File: src/rtl/alarm_pkg.sv
// Shared definitions for the alarm trigger controller.
// Holds the state encoding, the time-field widths, the timer widths and
// the default timing constants used by the top level and the bench.
package alarm_pkg;

  localparam int unsigned HOUR_W = 5;
  localparam int unsigned MIN_W  = 6;
  localparam int unsigned SEC_W  = 6;

  localparam int unsigned RING_W = 8;   // ring_timer width
  localparam int unsigned SNZ_W  = 10;  // snooze_timer width
  localparam int unsigned CNT_W  = 3;   // snooze_cnt width

  localparam int unsigned RING_TIMEOUT_S_DEF = 60;
  localparam int unsigned SNOOZE_S_DEF       = 300;
  localparam int unsigned MAX_SNOOZE_DEF     = 3;

  // Encoding 2'd3 is unused; the FSM recovers from it to IDLE.
  typedef enum logic [1:0] {
    IDLE    = 2'd0,
    RINGING = 2'd1,
    SNOOZE  = 2'd2
  } state_t;

endpackage

File: src/rtl/alarm_time_match.sv
// Trigger qualifier for the alarm FSM: purely combinational.
// Ports:
//   armed_i, tick_i            - alarm enable level and 1 Hz tick pulse
//   cur_hour_i/min_i/sec_i     - wall-clock time
//   alarm_hour_i/min_i         - programmed alarm time
//   trigger_c                  - armed && tick && hh:mm match && sec==0
module alarm_time_match
  import alarm_pkg::*;
(
  input  logic              armed_i,
  input  logic              tick_i,
  input  logic [HOUR_W-1:0] cur_hour_i,
  input  logic [MIN_W-1:0]  cur_min_i,
  input  logic [SEC_W-1:0]  cur_sec_i,
  input  logic [HOUR_W-1:0] alarm_hour_i,
  input  logic [MIN_W-1:0]  alarm_min_i,
  output logic              trigger_c
);

  // Qualifying on sec==0 limits the trigger to one tick per matching minute.
  assign trigger_c = armed_i && tick_i
                  && (cur_hour_i == alarm_hour_i)
                  && (cur_min_i  == alarm_min_i)
                  && (cur_sec_i  == SEC_W'(0));

endmodule

File: src/rtl/alarm_trigger_ctrl.sv
// Alarm trigger controller: compares time with the alarm setting and runs
// the IDLE / RINGING / SNOOZE state machine that drives the tone player.
// Ports:
//   clk, reset (async, active-high), tick_1hz (1-cycle pulse per second)
//   cur_hour/min/sec, alarm_hour/min, alarm_armed (level)
//   stop_btn, snooze_btn (1-cycle debounced pulses)
//   playerEnable (high while ringing), stop (high = amplifier shut down)
//   alarm_event (1-cycle pulse on IDLE->RINGING), state_out, snooze_cnt
// All outputs are registered and update with the state register.
module alarm_trigger_ctrl
  import alarm_pkg::*;
#(
  parameter int unsigned RING_TIMEOUT_S = RING_TIMEOUT_S_DEF,
  parameter int unsigned SNOOZE_S       = SNOOZE_S_DEF,
  parameter int unsigned MAX_SNOOZE     = MAX_SNOOZE_DEF
) (
  input  logic              clk,
  input  logic              reset,
  input  logic              tick_1hz,
  input  logic [HOUR_W-1:0] cur_hour,
  input  logic [MIN_W-1:0]  cur_min,
  input  logic [SEC_W-1:0]  cur_sec,
  input  logic [HOUR_W-1:0] alarm_hour,
  input  logic [MIN_W-1:0]  alarm_min,
  input  logic              alarm_armed,
  input  logic              stop_btn,
  input  logic              snooze_btn,
  output logic              playerEnable,
  output logic              stop,
  output logic              alarm_event,
  output logic [1:0]        state_out,
  output logic [CNT_W-1:0]  snooze_cnt
);

  localparam logic [RING_W-1:0] RING_LAST = RING_W'(RING_TIMEOUT_S - 1);
  localparam logic [SNZ_W-1:0]  SNZ_LOAD  = SNZ_W'(SNOOZE_S);
  localparam logic [CNT_W-1:0]  CNT_MAX   = CNT_W'(MAX_SNOOZE);

  state_t             state_q, state_d;
  logic [RING_W-1:0]  ring_q, ring_d;
  logic [SNZ_W-1:0]   snz_q, snz_d;
  logic [CNT_W-1:0]   cnt_q, cnt_d;
  logic               event_q, event_d;
  logic               pe_q, pe_d;
  logic               stop_q, stop_d;
  logic               trigger_c;

  alarm_time_match u_match (
    .armed_i      (alarm_armed),
    .tick_i       (tick_1hz),
    .cur_hour_i   (cur_hour),
    .cur_min_i    (cur_min),
    .cur_sec_i    (cur_sec),
    .alarm_hour_i (alarm_hour),
    .alarm_min_i  (alarm_min),
    .trigger_c    (trigger_c)
  );

  // State, timers and output registers.
  always_ff @(posedge clk or posedge reset) begin
    if (reset) begin
      state_q <= IDLE;
      ring_q  <= '0;
      snz_q   <= '0;
      cnt_q   <= '0;
      event_q <= 1'b0;
      pe_q    <= 1'b0;
      stop_q  <= 1'b1;
    end else begin
      state_q <= state_d;
      ring_q  <= ring_d;
      snz_q   <= snz_d;
      cnt_q   <= cnt_d;
      event_q <= event_d;
      pe_q    <= pe_d;
      stop_q  <= stop_d;
    end
  end

  // Next-state, timer and output logic.
  always_comb begin
    state_d = state_q;
    ring_d  = ring_q;
    snz_d   = snz_q;
    cnt_d   = cnt_q;
    event_d = 1'b0;

    if (!alarm_armed) begin
      state_d = IDLE;
    end else begin
      unique case (state_q)
        IDLE: begin
          if (trigger_c) begin
            state_d = RINGING;
            ring_d  = '0;
            event_d = 1'b1;
          end
        end
        RINGING: begin
          if (stop_btn) begin
            state_d = IDLE;
          end else if (snooze_btn && (cnt_q < CNT_MAX)) begin
            state_d = SNOOZE;
            cnt_d   = cnt_q + CNT_W'(1);
            snz_d   = SNZ_LOAD;
          end else if (tick_1hz) begin
            // An ignored snooze press falls through to normal tick counting.
            if (ring_q == RING_LAST) state_d = IDLE;
            else                     ring_d  = ring_q + RING_W'(1);
          end
        end
        SNOOZE: begin
          if (stop_btn) begin
            state_d = IDLE;
          end else if (tick_1hz) begin
            if (snz_q == SNZ_W'(1)) begin
              state_d = RINGING;
              ring_d  = '0;
            end else begin
              snz_d = snz_q - SNZ_W'(1);
            end
          end
        end
        default: state_d = IDLE;
      endcase
    end

    // Every entry into IDLE closes the alarm event.
    if (state_d == IDLE) begin
      cnt_d  = '0;
      ring_d = '0;
      snz_d  = '0;
    end

    pe_d   = (state_d == RINGING);
    stop_d = (state_d != RINGING);
  end

  assign playerEnable = pe_q;
  assign stop         = stop_q;
  assign alarm_event  = event_q;
  assign state_out    = state_q;
  assign snooze_cnt   = cnt_q;

endmodule

File: config.mk
export PLATFORM = sky130hd
export DESIGN_NAME = alarm_trigger_ctrl
export DESIGN_NICKNAME = d
export VERILOG_FILES = /design/src/rtl/alarm_pkg.sv /design/src/rtl/alarm_time_match.sv /design/src/rtl/alarm_trigger_ctrl.sv
export SDC_FILE = /design/constraint.sdc
export NUM_CORES = 1
export LEC_CHECK = 0
export CORE_MARGIN = 3
export CORE_UTILIZATION = 40
export DETAILED_ROUTE_END_ITERATION = 12
export HOLD_SLACK_MARGIN = 0.06
export PLACE_DENSITY = 0.67
export SYNTH_ARGS = -nofsm -noshare
export SYNTH_HDL_FRONTEND = slang
export SYNTH_SLANG_ARGS = --single-unit
File: constraint.sdc
create_clock -name clk -period 3.1 [get_ports clk]
set_clock_uncertainty 0.1 [all_clocks]
set_input_delay 0.465 -clock clk [delete_from_list [all_inputs] [get_ports clk]]
set_output_delay 0.465 -clock clk [all_outputs]
set_load 0.01 [all_outputs]
==> impl_metrics.tcl <==
set metrics [dict create \
    finalWirelength_um 4190 \
    via_per_inst 5.60 \
    use_met3 0.0465 \
    arrival_ps 2550 \
    hold_viol 0 \
    hp-class "reg2reg" \
    p_per_area_mw_per_mm2 278 \
    final-seq-area_um2 652 \
    die_h_um 73.3 \
    cts_buffers 3 \
    status "finished clean" \
    min_period_ps 2470 \
    dieArea_mm2 0.00537 \
    ys_seq_elements 26 \
    post-place-ws_ps 449 \
    period_share 0.798 \
    io_pins 42 \
    antenna_cells 0 \
    grtUsageTotal 0.172 \
    initial_core_util 0.434 \
    power.leakage_nw 0.875 \
    remaining_drc_errors 0 \
    gr-max-usage-layer "met2" \
    avgSynthCellArea_um2 9.00 \
    synth.distinct_cells 49 \
    dp.final_hpwl_um 3160 \
    grt_pass1_vias 1530 \
    synth_warnings 0 \
    cts_hold_buf 0 \
    layout_common_cells "41 x clkdlybuf4s50_1, 25 x dfrtp_1, 18 x nand2_1" \
    grt.overflow.total 0 \
    clock-root-buffer "clkbuf_8" \
    synth_edf_count 0 \
    postRouteAntennaNets 0 \
    rsz0062_at_grt "false" \
    synth_top_area_cell "dfrtp_1" \
    synth.cell_area_mm2 0.00181 \
    async_reset_ff_frac 1.00 \
    synthTopCellsByArea "dfrtp_1 35%, a21oi_1 4.7%, xnor2_1 3.9%, nand2_1 3.7%, nor2_1 3.5%" \
    fmax_ghz 0.404 \
    antenna_found_initial 0 \
    synth_nets 239 \
    drive_gt1_frac 0.0826 \
    clock_latency_ps 280 \
    area_delta_synth_final_pct 27.9 \
    synth_top_area_frac 0.346 \
    place_congestion 0.776 \
    drt-initial-drc-count 115 \
    nFillCells 385 \
    wl_per_cell_um 14.3 \
    cts.clk_slew.worst_paths_ps 90 \
    fin_tns_setup_ps 0 \
    layout_commonest_cell "clkdlybuf4s50_1" \
    postCtsSetupBuffers 0 \
    cts_tree "yes" \
    postLayoutSetupSlackWorst_ps 626 \
    multi_input_area_mm2 0.00109 \
    cp_num_buf_inv 1 \
    die_x_um 73.3 \
    slowest_delay_ps 770 \
    grtUsageMet1 0.240 \
    worstMarginPinSlew_ps 712 \
    slew-limit-headroom 0.521 \
    worst_path_max_delay_cell "or4_1" \
    numPortBuffers 41 \
    htree_levels 1 \
    cp_top_family "simple AND/OR/NAND/NOR gates" \
    ys.flop_type "dfrtp_1" \
    hold_slack_ps 402 \
    maxSlewViolCount 0 \
    nNetsFinal 281 \
    cts_resized 0 \
    critPathLaunchType "flop" \
    synthCells 201 \
    ys_seq_area_frac 0.360 \
    required_ps 3180 \
    cp_cell_sequence "or4_1, nor3_1, a32o_2, o31ai_4, buf_4, a311oi_1" \
    grt_use_met2 0.254 \
    crit_type "reg2reg" \
    core_area_mm2 0.00417 \
    finalSetupViolCount 0 \
    grt_max_degree 27 \
    endpoint_kind "flop" \
    clockBufferDepth 2 \
    cap_violations 0 \
    first_pass_iters 4 \
    vias 1636 \
    placementRows 23 \
    grt_pass1_wl_um 7220 \
    postLayoutCoreUtil 0.554 \
    clock-sinks 26 \
    crit_fanout 15 \
    vdd.ir_drop.worst_v 0.000229 \
]
## metrics by stage
| step | instance area, µm² | total power [mW] | instances |
|---|---|---|---|
| floorplan | 1810 | 0.372 | 201 |
| global placement | 2260 | 0.422 | 288 |
| detailed placement | 2260 | 0.422 | 288 |
| CTS | 2310 | 0.650 | 292 |
| global route | 2310 | 0.669 | 292 |
| finish | 2310 | 0.642 | 292 |
## Yosys cell counts (2+ instances only)
library cell,n
nand3b_1,4
and2_1,4
and4bb_2,2
o21ai_0,4
nor3b_1,5
dfrtp_1,25
nand3_1,9
nand4_1,3
or4_1,2
xnor2_1,8
mux2i_1,2
buf_6,2
nand2b_1,5
xor2_1,5
nor4_1,2
buf_1,3
inv_1,6
ha_1,4
a21oi_1,17
nand2_1,18
a311oi_1,7
o31ai_1,2
nor3_1,7
nor2b_1,6
or3_1,3
o31ai_4,2
nor2_1,17
a31oi_1,6
## kinds of logic (layout without fill, tap and decap cells)
| kind of cell | count (synthesis) | after routing | share of synthesized area |
|---|---|---|---|
| AND/OR/NAND/NOR | 95 | 95 | 0.306 |
| AO/OA/AOI/OAI | 48 | 48 | 0.194 |
| flip-flops | 26 | 26 | 0.360 |
| XOR/XNOR | 13 | 13 | 0.0629 |
| buffers and inverters | 13 | 54 | 0.0380 |
| adder cells (fa/ha/maj) | 4 | 4 | 0.0277 |
| multiplexers | 2 | 2 | 0.0111 |
## report_power, final
part | switching [mW] | internal (mW)
logic | 0.0257 | 0.0497
registers | 0.000000194 | 0.339
clock network | 0.114 | 0.114
## path summary, 6_finish.rpt
kind	slack, ps	depth (start not counted)	from	endpoint
max	630	6	snz_q[4]	snz_q[2]
min	400	1	snz_q[9]	snz_q[9]
max reg2reg	630	6	snz_q[4]	snz_q[2]
min reg2reg	400	1	snz_q[9]	snz_q[9]
max in group asynchronous	2160	3	reset	stop
min in group asynchronous	430	3	reset	snz_q[7]
## flip-flops by register name, indices dropped and copies added (netlist names)
name,count
alarm_event,1
playerEnable,1
ring_q,8
snooze_cnt,3
snz_q,10
state_out,2
stop,1
## cell type report
cell class | instances | area share
Inverter | 6 | 0.00973
Multi-Input combinational cell | 162 | 0.471
Sequential cell | 26 | 0.282
Timing Repair Buffer | 44 | 0.187
Tap cell | 50 | 0.0270
Clock buffer | 4 | 0.0238
## per-layer routing
metal | vias up | part of all wire
li1 | 823 | -
met1 | 751 | 0.47
met2 | 57 | 0.44
met3 | 5 | 0.075
met4 | 0 | 0.018
met5 | - | 0
(Power assumes the default switching activity.)
